File: config.mk
export PLATFORM = sky130hd
export DESIGN_NAME = frame_loader
export DESIGN_NICKNAME = d
export VERILOG_FILES = /design/src/rtl/frame_loader.sv
export SDC_FILE = /design/constraint.sdc
export NUM_CORES = 1
export LEC_CHECK = 0
export CAP_MARGIN = 20
export CORE_MARGIN = 3
export CORE_UTILIZATION = 35
export CTS_BUF_LIST = sky130_fd_sc_hd__clkbuf_8
export CTS_CLUSTER_DIAMETER = 200
export DETAILED_ROUTE_END_ITERATION = 16
export DONT_BUFFER_PORTS = 1
export PLACE_DENSITY = 0.52
export SETUP_SLACK_MARGIN = 0.1
export SYNTH_ARGS = -nofsm -noshare
export SYNTH_HDL_FRONTEND = slang
export SYNTH_SLANG_ARGS = --single-unit
File: constraint.sdc
create_clock -name clk -period 2.7 [get_ports clk]
set_clock_uncertainty 0.15 [all_clocks]
set_input_delay 0.54 -clock clk [delete_from_list [all_inputs] [get_ports clk]]
set_output_delay 0.54 -clock clk [all_outputs]
set_load 0.03 [all_outputs]
File: src/rtl/frame_loader.sv
// rtl/frame_loader.sv - async bus slave that loads strip frame words into the strip store
// Bus strobes are synchronized, captured on low, committed once on the nwe rising edge.
module frame_loader #(
    parameter int STRIPS       = 72,
    parameter int FRAME_LENGTH = 16,
    parameter int BANKS        = 4
) (
    input  logic                              clk,
    input  logic                              reset,
    input  logic                              ne,
    input  logic                              nwe,
    input  logic [1:0]                        addr,
    input  logic [FRAME_LENGTH-1:0]           data_in,
    input  logic [BANKS-1:0]                  idle,
    output logic [FRAME_LENGTH-1:0]           rd_data,
    output logic                              wr_en,
    output logic [$clog2(STRIPS)-1:0]         wr_addr,
    output logic [FRAME_LENGTH-1:0]           wr_data,
    output logic                              go
);
    localparam int IDX_W = $clog2(STRIPS);
    localparam logic [1:0] A_STAT = 2'd0;
    localparam logic [1:0] A_CTRL = 2'd1;
    localparam logic [1:0] A_DATA = 2'd2;

    typedef enum logic {S_IDLE, S_CAPTURED} state_t;

    state_t                  state;
    state_t                  state_next;
    logic                    ne_s1, ne_s2;
    logic                    nwe_s1, nwe_s2, nwe_s3;
    logic                    rise_q;
    logic [1:0]              sync_valid;
    logic                    armed;
    logic                    capture;
    logic                    commit;
    logic [1:0]              cap_addr;
    logic [FRAME_LENGTH-1:0] cap_data;
    logic [IDX_W-1:0]        strip_idx;
    logic                    err;

    always_ff @(posedge clk) begin
        if (reset) begin
            ne_s1      <= 1'b1;
            ne_s2      <= 1'b1;
            nwe_s1     <= 1'b1;
            nwe_s2     <= 1'b1;
            nwe_s3     <= 1'b1;
            rise_q     <= 1'b0;
            sync_valid <= 2'b00;
            armed      <= 1'b0;
        end else begin
            ne_s1      <= ne;
            ne_s2      <= ne_s1;
            nwe_s1     <= nwe;
            nwe_s2     <= nwe_s1;
            nwe_s3     <= nwe_s2;
            rise_q     <= nwe_s2 & ~nwe_s3;
            sync_valid <= {sync_valid[0], 1'b1};
            // A strobe already low when reset released belongs to an abandoned write;
            // captures wait until the pin has really been seen high.
            armed      <= armed | (sync_valid[1] & nwe_s2);
        end
    end

    always_ff @(posedge clk) begin
        if (reset) begin
            state <= S_IDLE;
        end else begin
            state <= state_next;
        end
    end

    always_comb begin
        state_next = state;
        case (state)
            S_IDLE:     if (capture) state_next = S_CAPTURED;
            S_CAPTURED: if (commit)  state_next = S_IDLE;
            default:    state_next = S_IDLE;
        endcase
    end

    always_comb begin
        capture = 1'b0;
        commit  = 1'b0;
        case (state)
            S_IDLE:     capture = armed & ~ne_s2 & ~nwe_s2;
            S_CAPTURED: commit  = rise_q;
            default:    ;
        endcase
    end

    always_ff @(posedge clk) begin
        if (reset) begin
            cap_addr <= '0;
            cap_data <= '0;
        end else if (capture) begin
            cap_addr <= addr;
            cap_data <= data_in;
        end
    end

    always_ff @(posedge clk) begin
        if (reset) begin
            go        <= 1'b0;
            err       <= 1'b0;
            strip_idx <= '0;
            wr_en     <= 1'b0;
            wr_addr   <= '0;
            wr_data   <= '0;
        end else begin
            wr_en <= 1'b0;
            if (commit) begin
                case (cap_addr)
                    A_CTRL: begin
                        go <= cap_data[0];
                        if (cap_data[0]) strip_idx <= '0;
                        if (cap_data[1]) err <= 1'b0;
                    end
                    A_DATA: begin
                        // Banks still scanning the old frame must not see their strips change.
                        if (go && !(&idle)) begin
                            err <= 1'b1;
                        end else begin
                            wr_en   <= 1'b1;
                            wr_addr <= strip_idx;
                            wr_data <= cap_data;
                            if (strip_idx == IDX_W'(STRIPS - 1)) strip_idx <= '0;
                            else                                 strip_idx <= strip_idx + 1'b1;
                        end
                    end
                    default: ;
                endcase
            end
        end
    end

    always_ff @(posedge clk) begin
        if (reset) begin
            rd_data <= '0;
        end else begin
            rd_data <= '0;
            case (addr)
                A_STAT: begin
                    rd_data[BANKS-1:0] <= idle;
                    rd_data[BANKS]     <= err;
                end
                A_CTRL:  rd_data[0]         <= go;
                A_DATA:  rd_data[IDX_W-1:0] <= strip_idx;
                default: ;
            endcase
        end
    end
endmodule

==> results of run 1 <==
-- placed cells by master (no fill, tap or decap), drive strengths merged, types with 5 or more instances in the layout --
cell	Yosys	routed
dfxtp	68	68
nand2	41	41
mux2i	30	30
nor2	30	30
a21oi	27	27
clkbuf	8	10
conb	1	9
nand3	8	8
inv	5	7
nor3	7	7
or2	6	6
nand4	5	5
-- critical path: stages (launching register included) --
cell and delay (ps):
sky130_fd_sc_hd__dfxtp_1 330, sky130_fd_sc_hd__inv_1 60, sky130_fd_sc_hd__ha_1 380, sky130_fd_sc_hd__nand3_1 180, sky130_fd_sc_hd__a21oi_4 420, sky130_fd_sc_hd__buf_12 230
sky130_fd_sc_hd__mux2i_1 200, sky130_fd_sc_hd__nor2_1 50
-- kinds of logic (layout without fill, tap and decap cells) --
family / count (synthesis) / after routing / synth area share
adders and majority gates: 3 / 3 / 0.01386
DFF: 68 / 68 / 0.5025
muxes: 30 / 30 / 0.1109
buffers and inverters: 31 / 23 / 0.07205
xor gates and xnor gates: 1 / 1 / 0.003234
AOI/OAI and AO/OA: 40 / 40 / 0.09008
other: 1 / 9 / 0.001384
and+or+nand+nor: 116 / 116 / 0.2060
-- final timing paths --
check / slack [ps] / start / end
min: 120 / addr[0] / rd_data[4]
max reg2reg: 590 / cap_addr[0] / wr_data[13]
min reg2reg: 240 / nwe_s3 / rise_q
max: 590 / cap_addr[0] / wr_data[13]
-- sequential cells by signal, summed over array words and instances, names as in the netlist, 2 cells and up --
name        flops
rd_data         7
cap_addr        2
cap_data       16
sync_valid      2
wr_addr         7
strip_idx       7
wr_data        16
-- power by group through the flow --
stage | clock network [mW] | logic [mW] | registers (mW)
after floorplan | 0 | 0.0553 | 1.04
after global placement | 0 | 0.0308 | 1.04
after detailed placement | 0 | 0.0310 | 1.04
after CTS | 0.943 | 0.0311 | 1.02
after global routing | 0.982 | 0.0337 | 1.02
final | 0.911 | 0.0311 | 1.02
-- through the flow --
step,worst slack (ps),utilization
after global placement,625.2,0.3683
final,587.4,0.3978
after global routing,410.9,0.3978
after detailed placement,581.9,0.3683
after CTS,567.6,0.3978
after floorplan,964.5,-
-- layer usage --
| metal | vias to the layer above | routed length (um) |
|---|---|---|
| met5 | - | 0 |
| met4 | 0 | 134 |
| met3 | 13 | 535 |
| met2 | 60 | 2252 |
| met1 | 842 | 2626 |
| li1 | 965 | - |
-- cell type report --
type | count | area [um2] | share of cell area
Tap cell | 99 | 123.9 | 0.04225
Clock buffer | 10 | 137.6 | 0.04695
Sequential cell | 68 | 1361 | 0.4644
Timing Repair Buffer | 2 | 27.53 | 0.009390
Multi-Input combinational cell | 199 | 1182 | 0.4033
Inverter | 5 | 18.77 | 0.006402
Clock inverter | 6 | 80.08 | 0.02732
-- synthesized netlist by cell type, types with 2 or more instances --
library cell | count | area share
sky130_fd_sc_hd__or2_2 | 6 | 0.014
sky130_fd_sc_hd__nor2_1 | 29 | 0.040
sky130_fd_sc_hd__ha_1 | 3 | 0.014
sky130_fd_sc_hd__nand4_1 | 5 | 0.012
sky130_fd_sc_hd__dfxtp_1 | 68 | 0.50
sky130_fd_sc_hd__a21oi_1 | 25 | 0.046
sky130_fd_sc_hd__mux2i_1 | 30 | 0.11
sky130_fd_sc_hd__nand2_1 | 41 | 0.057
sky130_fd_sc_hd__inv_1 | 5 | 0.0069
sky130_fd_sc_hd__nand3_1 | 8 | 0.015
sky130_fd_sc_hd__buf_8 | 2 | 0.011
sky130_fd_sc_hd__buf_6 | 2 | 0.0083
sky130_fd_sc_hd__nor4_1 | 2 | 0.0046
sky130_fd_sc_hd__nor3_1 | 7 | 0.013
sky130_fd_sc_hd__and3_1 | 3 | 0.0069
sky130_fd_sc_hd__buf_4 | 10 | 0.028
sky130_fd_sc_hd__o31ai_1 | 2 | 0.0055
sky130_fd_sc_hd__o311ai_0 | 2 | 0.0065
sky130_fd_sc_hd__o21ai_0 | 3 | 0.0055
sky130_fd_sc_hd__buf_2 | 3 | 0.0055
sky130_fd_sc_hd__and2_1 | 2 | 0.0046
sky130_fd_sc_hd__or3_1 | 2 | 0.0046
sky130_fd_sc_hd__clkbuf_1 | 8 | 0.011
sky130_fd_sc_hd__nor2b_1 | 4 | 0.0092
==> flow_results.org, run 1 <==
** Placed design
- Once placement completed, the tool counted placed cells totaling 373.
- Summing all placed instances gives a cell area of 2714 um2.
- Once detailed placement completed, the half-perimeter wirelength came to 3.691 mm.
- Port Buf Inserts :: 0
- The congestion estimate from routability-driven global placement came to 0.7786.

** Cells and area
- Once layout is done, the placed cells without fillers occupy 2932 um2.
- The filler cells instantiated in the layout total 742.
- Relative to the synthesized area, the layout overhead comes to 8.222%.
- Excluding fillers, the count of instances in the completed layout stands at 389.
- 0 antenna diodes ended up in the layout.
- Fraction of final layout cells sized beyond drive strength 1 :: 0.08966
- Final #Nets :: 314

** Drt
- The first detailed-routing pass ran for 4 iterations.
- The detailed router placed 1880 vias in this run.
- After detailed routing, the number of remaining DRC violations is 0.
- Violation count after the first detailed-routing iteration :: 97
- Via density per instance :: 4.833
- Antenna-violating nets left :: 0
- Dividing the detail-routed wire length by the instance count gives 14.26 um.
- Final wirelength :: 5.547 mm

** Clock network
- Clock-pin slew was measured on the worst setup and hold paths at 70 ps.
- CTS tree :: built
- TritonCTS created 9 clock buffers.
- Clock latency on the worst-skew pair, taken at its later pin, is 340 ps.
- CTS placed an instance of sky130_fd_sc_hd__clkbuf_8 at the clock tree root.
- Number of buffers inserted by post-CTS setup repair :: 0
- The tree built by TritonCTS fans out to 68 sinks.
- Post-CTS Resized :: 0
- CTS built an H-tree with a depth of 3.
- In this run, post-CTS hold repair placed 0 buffers.
- The clock passes through at most 2 buffers.

** Power
- The worst-case IR drop observed on VDD is 0.2456 mV.
- Net switching power :: 0.4024 mW
- Power per standard cell area :: 668.5 nW/um2
- Clock network fraction of total power :: 0.465
- Net Sw Frac :: 0.2053
- LEAKAGE :: 0.9924 nW
- Overall power consumption after layout is estimated at 1.960 mW.
- The internal power of the cells totals 1.557 mW.
- Sequential fraction of design power :: 0.519
- Combinational fraction of design power :: 0.016

** Min path
- The tightest min-delay check is of the input pin to register type.
- Along the worst hold path, the cell count comes to 1.

** Synth
- Post-Synthesis Cells :: 290
- YS warnings :: 0
- Syn Std Cell Area :: 2709 um2
- FF+latch count, synth :: 68
- In the synthesized netlist the dominant register cell turns out to be sky130_fd_sc_hd__dfxtp_1.
- A synthesized cell averages 9.341 um2.
- Number of unique standard cell types used by synthesis :: 42
- Sequential share of the synthesized area :: 0.5025
- Of all flip-flops after synthesis, the portion carrying an async set or reset was 0.
- Yosys mapped a number of flops with a built-in enable equal to 0.

** Global routing
- The number of global-route vias before repair was 1728.
- Total overflow reported by the global router :: 0
- Entering global routing, the biggest net connects 67 pins.
- The first global-routing pass estimated 8.976 mm of wire.
- Layer carrying the most global-route usage :: met2
- Antenna violations before repair :: 0
- For met3 alone, demand over resource in global routing was 0.05208.
- Global-route met1 utilization :: 0.1764
- Across every metal layer, demand over resource in global routing totals 0.1327.
- Global-route met2 utilization :: 0.1821

** Worst setup path
- Startpoint kind of the worst setup timing path :: register
- Data on the critical path is required at its endpoint by 2780 ps.
- Data on the critical path arrives at its endpoint at 2200 ps.
- Counting cells, the worst reg-to-reg path comes to 7.
- The critical path is of the register to register type.
- Kind of capture point of the worst setup path :: register
- Biggest fanout along the worst timing path :: 14

** Floorplanning
- Die area :: 8831 um2
- Row generation in the floorplan step produced 31 rows.
- Height of the die :: 93.98 um
- After floorplanning, the core was sized to cover 7370 um2.
- Die width :: 93.98 um
- For this configuration, the core starts out at a cell density of 0.3676.
- Pin placement for this block handled 67 I/O pins.

** STA
- Dividing the final minimum period by the clock period gives 0.7824.
- Max transition margin :: 0.4838
- TNS Setup :: 0 ps
- Min Hold Slack :: 120.1 ps
- Derived from the worst setup path, the maximum achievable clock frequency is 473.4 MHz.
- Period minus WS final :: 2113 ps
- Final setup vio count :: 0
- Slew Limit Fails :: 0
- Setup repair after global routing missed its margin :: false
- Number of failing hold endpoints at the final stage :: 0
- Actual slew at the worst max-slew pin :: 774.4 ps

** Job
- Max-cap violation count :: 0

** Status
- Result of the run :: finished, final reports clean
No activity file was read; power rests on OpenSTA's default activity.
==> inputs of run 2 (changes only) <==
PLACE_DENSITY = 0.54   (was 0.52)
clock period = 1.8 ns   (was 2.7 ns; I/O delays follow)
==> flow_results.org, run 2 (synthesis results as in run 1) <==
** Placed design
- Port Buf Inserts :: 0 (unchanged)
- Half-perimeter wire length of the detailed placement result :: 3.870 mm (was 3.691 mm)
- Routability congestion estimate :: 0.7978 (was 0.7786)

** Power
- LEAKAGE :: 1.172 nW (was 0.9924 nW)
- The worst vdd rail ir drop is 0.4792 mV (was 0.2456 mV).
- The power consumption came to 2.979 mW (was 1.960 mW).
- The power density over cell area came to 891.7 nW/um2 (was 668.5 nW/um2).

** Global routing
- The number of antenna violations at the first check in global routing is 0 (unchanged).
- The largest net degree at the start of global routing was 67 (unchanged).
- Vias in the first global route :: 1869 (was 1728)
- The overall global routing resource usage was 0.1386 (was 0.1327).
- Total overflow reported by the global router :: 0 (unchanged)
- Global-route wire length before repair :: 9.418 mm (was 8.976 mm)

** Floorplanning
- Number of rows created at floorplan :: 31 (unchanged)
- Die width :: 93.98 um (unchanged)
- The placeable core region was 7370 um2 (unchanged).
- The die boundary height came to 93.98 um (unchanged).
- Initial core utilization :: 0.3676 (unchanged)
- The I/O pin count was 67 (unchanged).
- Die area :: 8831 um2 (unchanged)

** Clock network
- The buffer type at the clock tree root was sky130_fd_sc_hd__clkbuf_8 (unchanged).
- Clock transition at path regs :: 70 ps (about the same)
- Total number of H-tree levels :: 3 (unchanged)
- The post-CTS repair timing setup buffer count is 0 (unchanged).
- The CTS tree was built (unchanged).
- The clock latency reported for the late side of the worst-skew pair came to 330 ps (was 340 ps).
- Number of buffers added by the clock tree synthesis step :: 9 (unchanged)
- The number of sinks handled by clock tree synthesis came to 68 (unchanged).
- The maximum root-to-sink buffer count was 2 (unchanged).

** Drt
- The total wire length after detailed routing was 6.063 mm (was 5.547 mm).
- The number of violations reported at the end of detailed-routing iteration 0 is 114 (was 97).
- Post-detailed-route DRC marker count :: 0 (unchanged)
- Via density per instance :: 4.748 (was 4.833)
- Antenna-violating nets left :: 0 (unchanged)
- The first-pass detailed-route iteration total was 4 (unchanged).
- The average wire length per cell after detail routing was 14.30 um (was 14.26 um).
- The via count was 2013 (was 1880).

** Cells and area
- The most common library cell in the layout ignoring fill and taps is sky130_fd_sc_hd__dfxtp_1 (unchanged).
- Final #Nets :: 349 (was 314)
- Registers with the most flip-flops: cap_data (16), wr_data (16) (unchanged).
- The share of layout cells above drive strength 1 was 0.1538 (was 0.08966).
- Highest-count cells in the layout ignoring fill and taps :: sky130_fd_sc_hd__dfxtp_1 (65), sky130_fd_sc_hd__nand2_1 (41), sky130_fd_sc_hd__mux2i_1 (29), sky130_fd_sc_hd__nor2_1 (28) (was sky130_fd_sc_hd__dfxtp_1 (68), sky130_fd_sc_hd__nand2_1 (41), sky130_fd_sc_hd__mux2i_1 (30), sky130_fd_sc_hd__nor2_1 (29), sky130_fd_sc_hd__a21oi_1 (25))
- The synthesis-to-layout area growth was 23.33% (was 8.222%).
- The number of diodes came to 0 (unchanged).

** Worst setup path
- The endpoint arrival time on the critical path came to 1690 ps (was 2200 ps).
- The startpoint of the worst register-to-register path is cap_addr[0] (unchanged).
- The category of the worst setup path capture point is a register (unchanged).
- The cell with the largest stage delay on the worst path is sky130_fd_sc_hd__dlygate4sd3_1 (was sky130_fd_sc_hd__a21oi_4).
- The worst path buffer plus inverter count was 2 (unchanged).
- The launch point of the critical path was ne (was cap_addr[0]).
- The critical path class is input pin to register (was register to register).
- Required time of the worst setup path :: 1870 ps (was 2780 ps)
- The family of cells with the greatest summed delay on the critical path is buffers and inverters (was compound AO/OA/AOI/OAI gates).
- Cell with the most instances on the worst path :: sky130_fd_sc_hd__dlygate4sd3_1
- The top fanout value on the critical path is 1 (was 14).
- The largest stage delay on the critical path is 550 ps (was 420 ps).
- Series of cell instances along the critical path :: dlygate4sd3_1 > or2_2 > dlygate4sd3_1 (was inv_1 > ha_1 > nand3_1 > a21oi_4 > buf_12 > mux2i_1 > nor2_1)
- Reg2reg setup slack :: 190 ps (was 590 ps)
- Startpoint kind of the worst setup timing path :: input pin (was register)

** STA
- Period Utilization, post-route :: 0.9026
- Setup repair after global routing missed its margin: true (was false).
- Subtracting the final worst setup slack from the clock period gives 1625 ps.
- Number of failing hold endpoints at the final stage :: 0 (unchanged)
- The number of endpoints failing setup at the final stage was 0 (unchanged).
- Static timing analysis puts the maximum clock frequency at 615.5 MHz.
- TNS Setup :: 0 ps (unchanged)
- The final-report max-slew violation count was 0 (unchanged).

** Min path
- The worst hold path startpoint is data_in[10] (was addr[0]).
- The type of the worst min-delay path is input pin to register (unchanged).

** Status
- Result of the run :: finished, final reports clean (unchanged)

** Job
- Max-cap violation count :: 0 (unchanged)
run 2: where the power goes:
group | switching [mW] | internal (mW) | total, mW
sequential | 0.0111 | 1.52 | 1.53
clock | 0.557 | 0.789 | 1.35
combinational | 0.0569 | 0.0485 | 0.105
run 2: path summary, 6_finish.rpt:
kind / to / cells past startpoint
worst max-delay path: ne_s1 / 3
worst min-delay path: cap_data[10] / 2
worst max register to register: wr_data[0] / 7
worst min register to register: cap_data[10] / 2
run 2: worst register-to-register path, cell delays in order, from the launching register on:
cell	delay, ps
sky130_fd_sc_hd__dfxtp_2	330
sky130_fd_sc_hd__inv_2	40
sky130_fd_sc_hd__ha_2	200
sky130_fd_sc_hd__nand3_2	90
sky130_fd_sc_hd__a21oi_4	240
sky130_fd_sc_hd__clkbuf_16	220
sky130_fd_sc_hd__mux2i_1	190
sky130_fd_sc_hd__nor2_1	50
run 2: metal layers:
layer / share of wire / GRT usage / vias to the layer above
met5: 0 / 0 / -
met4: 0.0061 / 0.03971 / 0
met3: 0.064 / 0.06330 / 2
met2: 0.45 / 0.2040 / 48
met1: 0.48 / 0.1818 / 933
li1: - / - / 1030
run 2: layout make-up:
type | instances | area (um2)
multi-input cells | 199 | 1216
fillers | 740 | 4029
inverters | 5 | 18.77
flip-flops and latches | 68 | 1365
repair buffers | 37 | 395.4
clock buffers | 13 | 178.9
clock inverters | 3 | 42.54
well taps | 99 | 123.9
run 2: metrics by stage:
stage               cells    util  cell area (um2)  setup slack, ps  hold WS (ps)
floorplan             298       -             2739            210.6         222.1
global placement      381  0.3781             2786            149.2         228.6
detailed placement    381  0.3781             2786            95.38         229.2
CTS                   414  0.4319             3183            99.93        -81.78
global route          424  0.4533             3341            85.18       0.03056
finish                424  0.4533             3341            175.3         6.336
run 2: repair_timing:
item	CTS	global route
hold buffers	17	9
resized for setup	2	13
pin swaps	0	1
endpoints found under the hold margin	62	48
cloned	0	1
endpoints found under the setup margin	1	18
